$ cat src/rtl/weight3_seq_ctrl.sv
// Layer-3 weight bank sequencer: forward row sweeps and backprop commit strobes,
// arbitrated so they never overlap, with a saturating count of committed updates.
module weight3_seq_ctrl #(
  parameter int N_ROWS  = 5,
  parameter int COUNT_W = 16
) (
  input  logic               clk,
  input  logic               rst,
  input  logic               fwd_start,
  input  logic               upd_start,
  output logic               delta_hold,
  input  logic               row_ready,
  output logic [3:0]         ctrl,
  output logic [3:0]         sel,
  output logic               row_valid,
  output logic [3:0]         row_idx,
  output logic               row_last,
  output logic               busy,
  output logic               done,
  output logic [COUNT_W-1:0] upd_count
);

  typedef enum logic [1:0] {
    IDLE   = 2'd0,
    SWEEP  = 2'd1,
    COMMIT = 2'd2,
    DONE   = 2'd3
  } state_t;

  // 4'b1111 is the bank's commit code, which is why N_ROWS stops at 15
  localparam logic [3:0] COMMIT_CODE = 4'b1111;
  localparam logic [3:0] LAST_ROW    = 4'(N_ROWS - 1);

  state_t             state, state_nxt;
  logic [3:0]         row_q, row_nxt;
  logic               pend_fwd, pend_fwd_nxt;
  logic               pend_upd, pend_upd_nxt;
  logic [COUNT_W-1:0] count_q, count_nxt;

  always_ff @(posedge clk) begin
    if (rst) begin
      state    <= IDLE;
      row_q    <= '0;
      pend_fwd <= 1'b0;
      pend_upd <= 1'b0;
      count_q  <= '0;
    end else begin
      state    <= state_nxt;
      row_q    <= row_nxt;
      pend_fwd <= pend_fwd_nxt;
      pend_upd <= pend_upd_nxt;
      count_q  <= count_nxt;
    end
  end

  always_comb begin
    state_nxt    = state;
    row_nxt      = row_q;
    pend_fwd_nxt = pend_fwd;
    pend_upd_nxt = pend_upd;
    count_nxt    = count_q;

    // Requests arriving while busy are remembered one deep; repeats merge.
    if (state != IDLE) begin
      if (fwd_start) pend_fwd_nxt = 1'b1;
      if (upd_start) pend_upd_nxt = 1'b1;
    end

    case (state)
      IDLE: begin
        if (upd_start || pend_upd) begin
          state_nxt    = COMMIT;
          pend_upd_nxt = 1'b0;
          if (fwd_start) pend_fwd_nxt = 1'b1;
        end else if (fwd_start || pend_fwd) begin
          state_nxt    = SWEEP;
          row_nxt      = '0;
          pend_fwd_nxt = 1'b0;
        end
      end
      SWEEP: begin
        if (row_ready) begin
          if (row_q == LAST_ROW) state_nxt = DONE;
          else                   row_nxt   = row_q + 4'd1;
        end
      end
      COMMIT: begin
        state_nxt = DONE;
        if (count_q != {COUNT_W{1'b1}}) count_nxt = count_q + COUNT_W'(1);
      end
      DONE: begin
        state_nxt = IDLE;
      end
      default: begin
        state_nxt = IDLE;
      end
    endcase
  end

  always_comb begin
    ctrl      = '0;
    sel       = '0;
    row_valid = 1'b0;
    done      = 1'b0;

    case (state)
      SWEEP: begin
        ctrl      = row_q;
        row_valid = 1'b1;
      end
      COMMIT: begin
        ctrl = COMMIT_CODE;
        // Reset landing on the commit cycle must suppress the strobe immediately.
        sel  = rst ? 4'b0000 : COMMIT_CODE;
      end
      DONE: begin
        done = 1'b1;
      end
      default: begin
        ctrl = '0;
      end
    endcase

    row_idx    = row_valid ? row_q : 4'd0;
    row_last   = row_valid && (row_q == LAST_ROW);
    busy       = (state != IDLE);
    delta_hold = pend_upd || (state == COMMIT);
    upd_count  = count_q;
  end

endmodule

$ cat config.mk
export PLATFORM = sky130hd
export DESIGN_NAME = weight3_seq_ctrl
export DESIGN_NICKNAME = d
export VERILOG_FILES = /design/src/rtl/weight3_seq_ctrl.sv
export SDC_FILE = /design/constraint.sdc
export NUM_CORES = 1
export LEC_CHECK = 0
export BUFFER_PORTS_ARGS = -buffer_cell sky130_fd_sc_hd__buf_2
export CELL_PAD_IN_SITES_DETAIL_PLACEMENT = 0
export CELL_PAD_IN_SITES_GLOBAL_PLACEMENT = 1
export CORE_UTILIZATION = 30
export CTS_BUF_LIST = sky130_fd_sc_hd__clkbuf_16
export CTS_CLUSTER_DIAMETER = 120
export DETAILED_ROUTE_END_ITERATION = 16
export GPL_TIMING_DRIVEN = 0
export PLACE_DENSITY = 0.66
export SETUP_SLACK_MARGIN = 0.15
export SYNTH_ARGS = -nofsm -noshare
export SYNTH_HDL_FRONTEND = slang
export SYNTH_SLANG_ARGS = --single-unit
$ cat constraint.sdc
create_clock -name clk -period 1.9 [get_ports clk]
set_input_delay 0.57 -clock clk [delete_from_list [all_inputs] [get_ports clk]]
set_output_delay 0.57 -clock clk [all_outputs]
set_load 0.02 [all_outputs]
==> results.md, run 1 <==
* Slew Limit Headroom at 59.2%
* Gr ovfl total at 0
* Clk root buf: clkbuf_16
* Failing checks: negative setup slack
* IO Count at 38
* Initial Util at 31.2%
* Placed cells at about 280
* Mapped Avg Cell Area at between 8 and 9 um2
* Pwr/cell area at 1140 nW/um2
* DRC viols at 0
* Syn Inst Count at 175
* Synth Register Bits at 24
* Leakage at between 0.9 and 1 nW
* Seq/Total Area, Yosys at 32.6%
* Gr usage total at approximately 15%
* Worst Hold Class: flip-flop to flip-flop
* R2R Setup Slk at 0.14 ns
* Largest net degree at the start of global routing at 14
* WP data required at 1.33 ns
* Die X at 72.1 um
* Layout area overhead at 54.3%
* Starting DRT DRC Count at 73
* Number of antenna violations at the first check in global routing at 0
* Router iterations before antenna repair at 4
* Worst Path Buf+Inv at 3
* Row count at 25
* Layout cells sized above 1 at 46.8%
* Worst path slowest cell: dfxtp_4
* Clock skew at ~0.0034 ns
* CP Max Fanout at 5
* Die ar. at 5200 um2
* DR vias at 1,492
* Synth cell types at 45
* Crit path DAT at 1.43 ns
* Most area-consuming cells after synthesis: dfxtp_1, ha_1, a21oi_1, nor2_1, nor3_1
* First-pass GRT wire length at 6330 um
* Peak supply drop at about 0.85 mV
* Routed Antenna Nets at 0
* Post-synth top area cell: dfxtp_1
* Final Slew Violations at 0
* Hold buffer count at cts at 0
* Most common cell in the synthesized netlist: dfxtp_1
* Fin. Hold Viols at 0
* Worst path top cell family by delay: flip-flops
* YS warnings at 0
* Port Buffers at 36
* Post-layout minimum cycle time at 2.00 ns
* Post-synthesis async set-or-reset flop share at 0%
* H-tree depth at 1
* Crit path capture type: primary output
* Clock slew at reported path FFs at ~0.06 ns
* CTS sink cnt at 24
* Max Freq at 500 MHz
* Cell area after synthesis at about 1500 um2
* Worst Tran Pin Value at 0.612 ns
* DRT Wirelength at 4000 um
* CP Cell Sequence: inv_4 -> ha_4 -> buf_8 -> and2_4 -> and3b_2 -> buf_6
* Max stage delay on crit path at ~0.38 ns
* Clock latency on the worst-skew pair at between 0.2 and 0.3 ns
* Final setup margin at -0.100 ns
* Dpl hpwl at around 2700 um
* Number of global-route vias before repair at approximately 1.4k
* CTS Buf Count at 3
* Synth cell count leaders: dfxtp_1, nor2_1, a21oi_1
* RePlAce Congestion at 0.785
* Post-Syn Nets at roughly 190
* Total core area at 4720 um2
* Placement Setup Slack at -0.113 ns
* Max clock buf depth at 2
* Final nets at 247
* WHS at 0.511 ns
* Outcome: finished, violations left
* Critical path class: flip-flop to primary output
* # Max-Cap Violations at 0
* Antenna Cells at 0
* RSZ-0062 raised after global routing: true
* Vias per cell at 4.97
* CTS tree: yes
* Startpoint class of the critical path: flip-flop
* Post-DR wirelength/cell at between 10 and 15 um
* Dominant synthesized flop cell: dfxtp_1
* Finished Layout Cells at 300
* Die Y at 72.1 um
* Number of flops mapped to enable cells by yosys at 0
* Post-synth top area share at 32.6%
* Setup TNS at -0.789 ns
* Final setup viols at 12
* Period utilization at 105%
[stage by stage]
stage | area (um2) | power [W] | util, %
floorplan | 1530 | 0.00135 | -
global placement | 1790 | 0.00159 | 37.9
detailed placement | 1790 | 0.00159 | 37.9
CTS | 2100 | 0.00237 | 44.5
global route | 2280 | 0.00276 | 48.2
finish | 2280 | 0.00259 | 48.2
[what timing repair did]
item                                    4_1_cts  5_1_grt
resized for setup                            45       27
pin swaps                                     8       10
buffers inserted                             11        7
endpoints found under the setup margin       20       23
[final cells by class]
class,count,area [um2]
Tap cell,67,83.8
Timing Repair Buffer,54,417
Sequential cell,24,493
Clock inverter,1,3.75
Buffer,10,104
Fill cell,457,2450
Multi-Input combinational cell,134,1070
Inverter,7,31.3
Clock buffer,3,75.1
[final timing paths]
| path | start | to | depth (start not counted) |
|---|---|---|---|
| max | state[1]$_SDFFE_PP0P_ | row_last | 6 |
| min | row_q[1]$_SDFFE_PP0P_ | row_q[1]$_SDFFE_PP0P_ | 2 |
| max reg2reg | state[0]$_SDFFE_PP0P_ | upd_count[11]$_SDFFE_PP0P_ | 9 |
| min reg2reg | row_q[1]$_SDFFE_PP0P_ | row_q[1]$_SDFFE_PP0P_ | 2 |
[per-layer routing]
layer	part of all wire [%]	global-route usage [%]	vias up
met1	43	20.1	689
li1	-	-	763
met4	0.43	2.61	0
met2	52	26.3	38
met3	4.8	3.33	2
met5	0	0	-
[tightest hold or removal path: stages (launching register included)]
cell and delay, ns:
dfxtp_2 0.34, o21ai_0 0.07, a21oi_1 0.06
[flip-flops by register name, summed over array words and instances (netlist names)]
signal / count
state: 2
pend_fwd: 1
row_q: 4
upd_count: 16
pend_upd: 1
[layout by cell type, fill, tap and decap left out, drive strengths merged, types with 2 or more instances in the layout]
master / count
nor4: 3
nor3: 10
inv: 7
clkbuf: 7
o31a: 2
o31ai: 3
o21ai: 8
nand2b: 2
nor2: 14
a21oi: 13
nand4: 8
ha: 8
and3b: 3
or3: 5
mux2i: 4
nand3: 8
nand2: 8
o21a: 4
and3: 3
buf: 60
and2: 5
nor2b: 5
a211oi: 3
and4: 3
or4: 2
dfxtp: 24
[power breakdown]
| group | switching [W] | total (W) | internal, W |
|---|---|---|---|
| clock network | 0.000186 | 0.000467 | 0.000282 |
| logic | 0.000715 | 0.00149 | 0.000777 |
| registers | 0.0000676 | 0.000635 | 0.000567 |
[logic make-up after synthesis]
logic type,synth area share [%]
and+or+nand+nor,33.7
AOI/OAI and AO/OA,17.6
DFF,32.6
buffers and inverters,5.85
adders and majority gates,6.79
muxes,3.48
(Power assumes the default switching activity.)
==> run 2: changes to the inputs <==
Settings changed: SKIP_LAST_GASP set to 1.
==> run 2 against run 1 <==
  * The flow still finishes with violations (negative setup slack)
  * Clock power about the same
  * Die area unchanged
  * Hold slack about the same
  * Final area decreased by 0.60%
  * Count of clock-buffer cells in the layout unchanged
  * Register-to-register slack about the same
  * Via count increased by 1.0%
  * Flip-flop and latch count unchanged
  * Non-clock buffer count increased by 1
  * Combinational power about the same
  * Wire length increased by 0.70%
  * Sequential power decreased by 0.9%
  * Largest cell class unchanged
==> results.md, run 2 (synthesis gave the netlist of run 1 again) <==
* Outcome: finished, violations left
* Failing checks: negative setup slack
* CP Max Fanout at 5 (unchanged)
* Starting DRT DRC Count at 66 (-9.6%)
* Dpl hpwl at 2720 um (unchanged)
* Clock slew at reported path FFs at 0.06 ns (about the same)
* Post-layout minimum cycle time at 2.00 ns (+0.00206 ns)
* Worst Hold Class: flip-flop to flip-flop
* Hold path cells at 2 (unchanged)
* Gr ovfl total at 0 (unchanged)
* Placed cells at 278 (unchanged)
* Post-route total power at 0.00257 W (-0.98%)
* Clk root buf: clkbuf_16
* CTS tree: yes
* DP Area at 1790 um2 (unchanged)
* Vias per cell at 5.01 (+0.67%)
* Initial Util at 31.2% (unchanged)
* WL met1 at 1810 um (+4.9%)
* Period utilization at 105% (+0.11 points)
* Max clock buf depth at 2 (unchanged)
* Router iterations before antenna repair at 4 (unchanged)
* Final Slew Violations at 0 (unchanged)
* CTS sink cnt at 24 (unchanged)
* Antenna Cells at 0 (unchanged)
* Startpoint class of the critical path: flip-flop
* Post-DR wirelength/cell at 13.4 um (+0.37%)
* Number of antenna violations at the first check in global routing at 0 (unchanged)
* Slew Limit Headroom at 58.1% (-1.1 points)
* Layout area overhead at 53.4%
* Fillers at 454 (-0.66%)
* Metal3 WL at 123 um (-35%)
* Peak supply drop at 0.884 mV (+3.6%)
* # Max-Cap Violations at 0 (unchanged)
* DRC viols at 0 (unchanged)
* Commonest non-fill, non-tap cells in the layout: buf_2, buf_6, dfxtp_1
* Die ar. at 5200 um2 (unchanged)
* Worst R2R Path Depth at 9 (unchanged)
* WP data required at 1.33 ns (about the same)
* Largest net degree at the start of global routing at 14 (unchanged)
* Hold buffer count at cts at 0 (unchanged)
* Crit path capture type: primary output
* Highest metal used: met4
* Fin. Hold Viols at 0 (unchanged)
* Finished Layout Cells at 301 (+0.33%)
* Largest register FFs at 16 (unchanged)
* Clock latency on the worst-skew pair at 0.26 ns (about the same)
* Total core area at 4720 um2 (unchanged)
* Pwr/cell area at 1140 nW/um2 (-0.38%)
* Die X at 72.1 um (unchanged)
* Routed Antenna Nets at 0 (unchanged)
* Port Buffers at 36 (unchanged)
* Layout cells sized above 1 at 47.0% (+0.23 points)
* Cell area after layout at 2260 um2 (-0.60%)
* Number of global-route vias before repair at 1,376 (+0.15%)
* RePlAce Congestion at 0.785 (unchanged)
* Setup TNS at -0.812 ns (-0.0234 ns)
* Core Util, Final at 47.9% (-0.29 points)
* WL met2 at 2070 um (+0.44%)
* Max Freq at 499 MHz (-0.10%)
* H-tree depth at 1 (unchanged)
* Die Y at 72.1 um (unchanged)
* Gr usage total at 15.4% (unchanged)
* First-pass GRT wire length at 6330 um (unchanged)
* Final nets at 248 (+0.40%)
* Most common cell after layout, fill and taps aside: buf_2
* Row count at 25 (unchanged)
* Final setup viols at 12 (unchanged)
* Leakage at 0.932 nW (-0.23%)
* IO Count at 38 (unchanged)
* Worst Tran Pin Value at 0.628 ns (+0.0165 ns)
* DRT Wirelength at 4030 um (+0.70%)
* DR vias at 1,507 (+1.0%)
* Critical path class: flip-flop to primary output
* Clock skew at 0.00421 ns (+0.000792 ns)
* Final setup margin at -0.102 ns (-0.00206 ns)
* CTS Buf Count at 3 (unchanged)
* Crit path DAT at 1.43 ns (about the same)
* RSZ-0062 raised after global routing: true
run 2: metal layers:
metal	global-route usage, %	vias to the layer above
li1	-	765
met1	20.1	713
met2	26.3	27
met3	3.33	2
met4	2.61	0
met5	0	-
run 2: final timing paths:
kind	startpoint	end	slack [ns]
min	row_q[1]$_SDFFE_PP0P_	row_q[1]$_SDFFE_PP0P_	0.51
max	state[1]$_SDFFE_PP0P_	ctrl[1]	-0.10
max reg2reg	state[0]$_SDFFE_PP0P_	upd_count[11]$_SDFFE_PP0P_	0.14
min reg2reg	row_q[1]$_SDFFE_PP0P_	row_q[1]$_SDFFE_PP0P_	0.51
run 2: what timing repair did:
item / CTS / global route
endpoints found under the setup margin: 20 / 23
setup buffers: 11 / 8
pin swaps: 5 / 11
gates resized for setup: 44 / 25
run 2: critical path: stages, from the launching register on:
cell and delay (ns):
dfxtp_4 0.38, inv_4 0.05, ha_4 0.16, buf_8 0.12
and2_4 0.16, o21a_4 0.19, buf_6 0.12
run 2: stage by stage:
stage          hold slack, ns  setup slack (ns)
6_report                0.511            -0.102
5_1_grt                 0.552            -0.133
4_1_cts                 0.513            -0.118
3_5_place_dp            0.518            -0.113
3_3_place_gp            0.501           -0.0927
2_1_floorplan           0.490             0.135
run 2: cell type report:
| cell class | instances | area, um2 | share of cell area (%) |
|---|---|---|---|
| clock buffers | 3 | 75.1 | 3.32 |
| well taps | 67 | 83.8 | 3.71 |
| repair buffers | 55 | 422 | 18.6 |
| clock inverters | 1 | 3.75 | 0.166 |
| inverters | 7 | 31.3 | 1.38 |
| plain buffers | 10 | 104 | 4.59 |
| flip-flops and latches | 24 | 493 | 21.8 |
| multi-input cells | 134 | 1050 | 46.4 |
run 2: power by group:
group          internal, W  switching, W
Clock             0.000282      0.000187
Combinational     0.000763      0.000708
Sequential        0.000567     0.0000613
Total              0.00161      0.000956
==> run 3: changes to the inputs <==
Settings changed: SETUP_SLACK_MARGIN 0.15 to unset.
==> run 3 against run 2 <==
  * The flow still finishes with violations (negative setup slack)
  * Final cell count fell by 3.7%
  * Hold slack got worse by 0.0032 ns
  * Critical path depth did not move
  * Sequential power barely moved
  * Critical endpoint is now sel[2]
  * Largest power group unchanged
  * Highest routed layer unchanged
==> results.md, run 3 (synthesis gave the netlist of run 1 again) <==
* Outcome: finished, violations left
* Failing checks: negative setup slack
* CP Max Fanout at 5 (unchanged)
* Peak supply drop at 0.916 mV (+3.7%)
* DRC viols at 0 (unchanged)
* DR vias at 1,466 (-2.7%)
* Multi-input gate area at 975 um2 (-7.2%)
* Post-layout minimum cycle time at 1.98 ns (-0.0259 ns)
* Routed Antenna Nets at 0 (unchanged)
* Placement Setup Slack at -0.243 ns (-0.130 ns)
* Startpoint class of the critical path: flip-flop
* Max Freq at 506 MHz (+1.3%)
* IO Count at 38 (unchanged)
* Pwr/cell area at 1140 nW/um2 (+0.56%)
* DRT Wirelength at 3830 um (-4.9%)
* Die ar. at 5200 um2 (unchanged)
* CTS sink cnt at 24 (unchanged)
* Slew Limit Headroom at 58.4% (+0.27 points)
* Commonest non-fill, non-tap cells in the layout: buf_2, dfxtp_1, buf_6
* Final setup viols at 9 (-3)
* Post-DR wirelength/cell at 13.2 um (-1.3%)
* Worst Tran Pin Value at 0.624 ns (-0.00409 ns)
* RePlAce Congestion at 0.788 (+0.37%)
* Hold buffer count at cts at 0 (unchanged)
* Worst path top cell family by delay: buffers and inverters
* Internal Power at 0.00145 W (-10%)
* Router iterations before antenna repair at 4 (unchanged)
* Clk network pwr share at 19.9% (+1.7 points)
* Crit path capture type: primary output
* FF/Latch Area at 490 um2 (-0.51%)
* CTS Buf Count at 3 (unchanged)
* Layout cells sized above 1 at 39.5% (-7.5 points)
* Top cell by count, worst path: buf_6
* CTS tree: yes
* Max stage delay on crit path at 0.36 ns (-0.02 ns)
* Setup TNS at -0.479 ns (+0.333 ns)
* Worst Hold Class: flip-flop to flip-flop
* # Max-Cap Violations at 0 (unchanged)
* Period utilization at 104% (-1.4 points)
* Clock slew at reported path FFs at 0.06 ns (about the same)
* Total core area at 4720 um2 (unchanged)
* CP Cell Sequence: buf_6 -> ha_4 -> buf_8 -> nor2b_4 -> buf_6 -> buf_6
* WP data required at 1.33 ns (about the same)
* NetSw at 0.000894 W (-6.4%)
* Vias per cell at 5.06 (+0.97%)
* Largest register FFs at 16 (unchanged)
* Critical path class: flip-flop to primary output
* Max clock buf depth at 2 (unchanged)
* Most common cell after layout, fill and taps aside: buf_2
* Largest net degree at the start of global routing at 14 (unchanged)
* Gr ovfl total at 0 (unchanged)
* Antenna Cells at 0 (unchanged)
* Number of global-route vias before repair at 1,373 (-0.22%)
* Switching part of the total at 38.2% (+0.96 points)
* Row count at 25 (unchanged)
* Leakage at 0.864 nW (-7.4%)
* Dpl hpwl at 2620 um (-3.6%)
* Worst Path Buf+Inv at 4 (+1)
* Crit path DAT at 1.41 ns (-0.02 ns)
* Clk root buf: clkbuf_16
* Die Y at 72.1 um (unchanged)
* Gr usage total at 15.4% (+0.086 points)
* Fin. Hold Viols at 0 (unchanged)
* Fillers at 488 (+7.5%)
* Port Buffers at 36 (unchanged)
* Clock latency on the worst-skew pair at 0.26 ns (about the same)
* Post-route total power at 0.00234 W (-8.8%)
* Final nets at 237 (-4.4%)
* Initial Util at 31.2% (unchanged)
* Final Slew Violations at 0 (unchanged)
* Die X at 72.1 um (unchanged)
* H-tree depth at 1 (unchanged)
* RSZ-0062 raised after global routing: true
* Layout area overhead at 39.1%
* Number of antenna violations at the first check in global routing at 0 (unchanged)
* Sequential Power Share at 26.8% (+2.3 points)
* Logic pwr share at 53.3% (-4.0 points)
* Final setup margin at -0.0763 ns (+0.0259 ns)
* First-pass GRT wire length at 6350 um (+0.32%)
* Worst path slowest cell: dfxtp_4
* Starting DRT DRC Count at 59 (-11%)
* WHS at 0.508 ns (-0.00324 ns)
* Clock skew at 0.00189 ns (-0.00231 ns)
-- run 3: final cells by class --
cell class	count	share of cell area, %
flip-flops and latches	24	23.9
clock buffers	3	3.66
multi-input cells	134	47.5
plain buffers	9	3.84
clock inverters	1	0.183
inverters	7	1.52
well taps	67	4.09
repair buffers	45	15.3
-- run 3: stage by stage --
stage          std cells  instance area [um2]  util, %
3_5_place_dp         278                 1760     37.3
6_report             290                 2050     43.4
4_1_cts              291                 2040     43.3
5_1_grt              290                 2050     43.4
3_3_place_gp         278                 1760     37.3
2_1_floorplan        175                 1500        -
-- run 3: repair_timing --
item                       4_1_cts  5_1_grt
setup endpoints to repair       15       13
pin swaps                        4        3
cloned                           1        0
gates resized for setup         44        7
setup buffers                    8        0
-- run 3: worst reg2reg max path: cells and delay by family, from the launching register on --
family	cells	cell delay (ns)
AOI/OAI and AO/OA	2	0.41
adders and majority gates	1	0.29
buffers and inverters	2	0.17
DFF	1	0.37
and+or+nand+nor	1	0.52
-- run 3: final timing paths --
path	from	to	slack (ns)	cells after the start
worst max-delay path	state[1]$_SDFFE_PP0P_	sel[2]	-0.08	6
worst min register to register	upd_count[1]$_SDFFE_PP0P_	upd_count[1]$_SDFFE_PP0P_	0.51	2
worst min-delay path	upd_count[1]$_SDFFE_PP0P_	upd_count[1]$_SDFFE_PP0P_	0.51	2
worst max register to register	state[0]$_SDFFE_PP0P_	row_q[2]$_SDFFE_PP0P_	0.08	6
-- run 3: power groups by stage --
stage	clock network (W)	registers [W]	logic [W]
floorplan	0	0.000615	0.000684
global placement	0	0.000612	0.000928
detailed placement	0	0.000612	0.000924
CTS	0.000485	0.000622	0.00125
global route	0.000501	0.000640	0.00135
finish	0.000467	0.000627	0.00125
-- run 3: routing by layer --
metal / global-route usage [%] / share of wire (%)
met2: 28.5 / 47
met3: 3.06 / 4.4
met5: 0 / 0
met1: 18.4 / 48
met4: 3.27 / 0.68
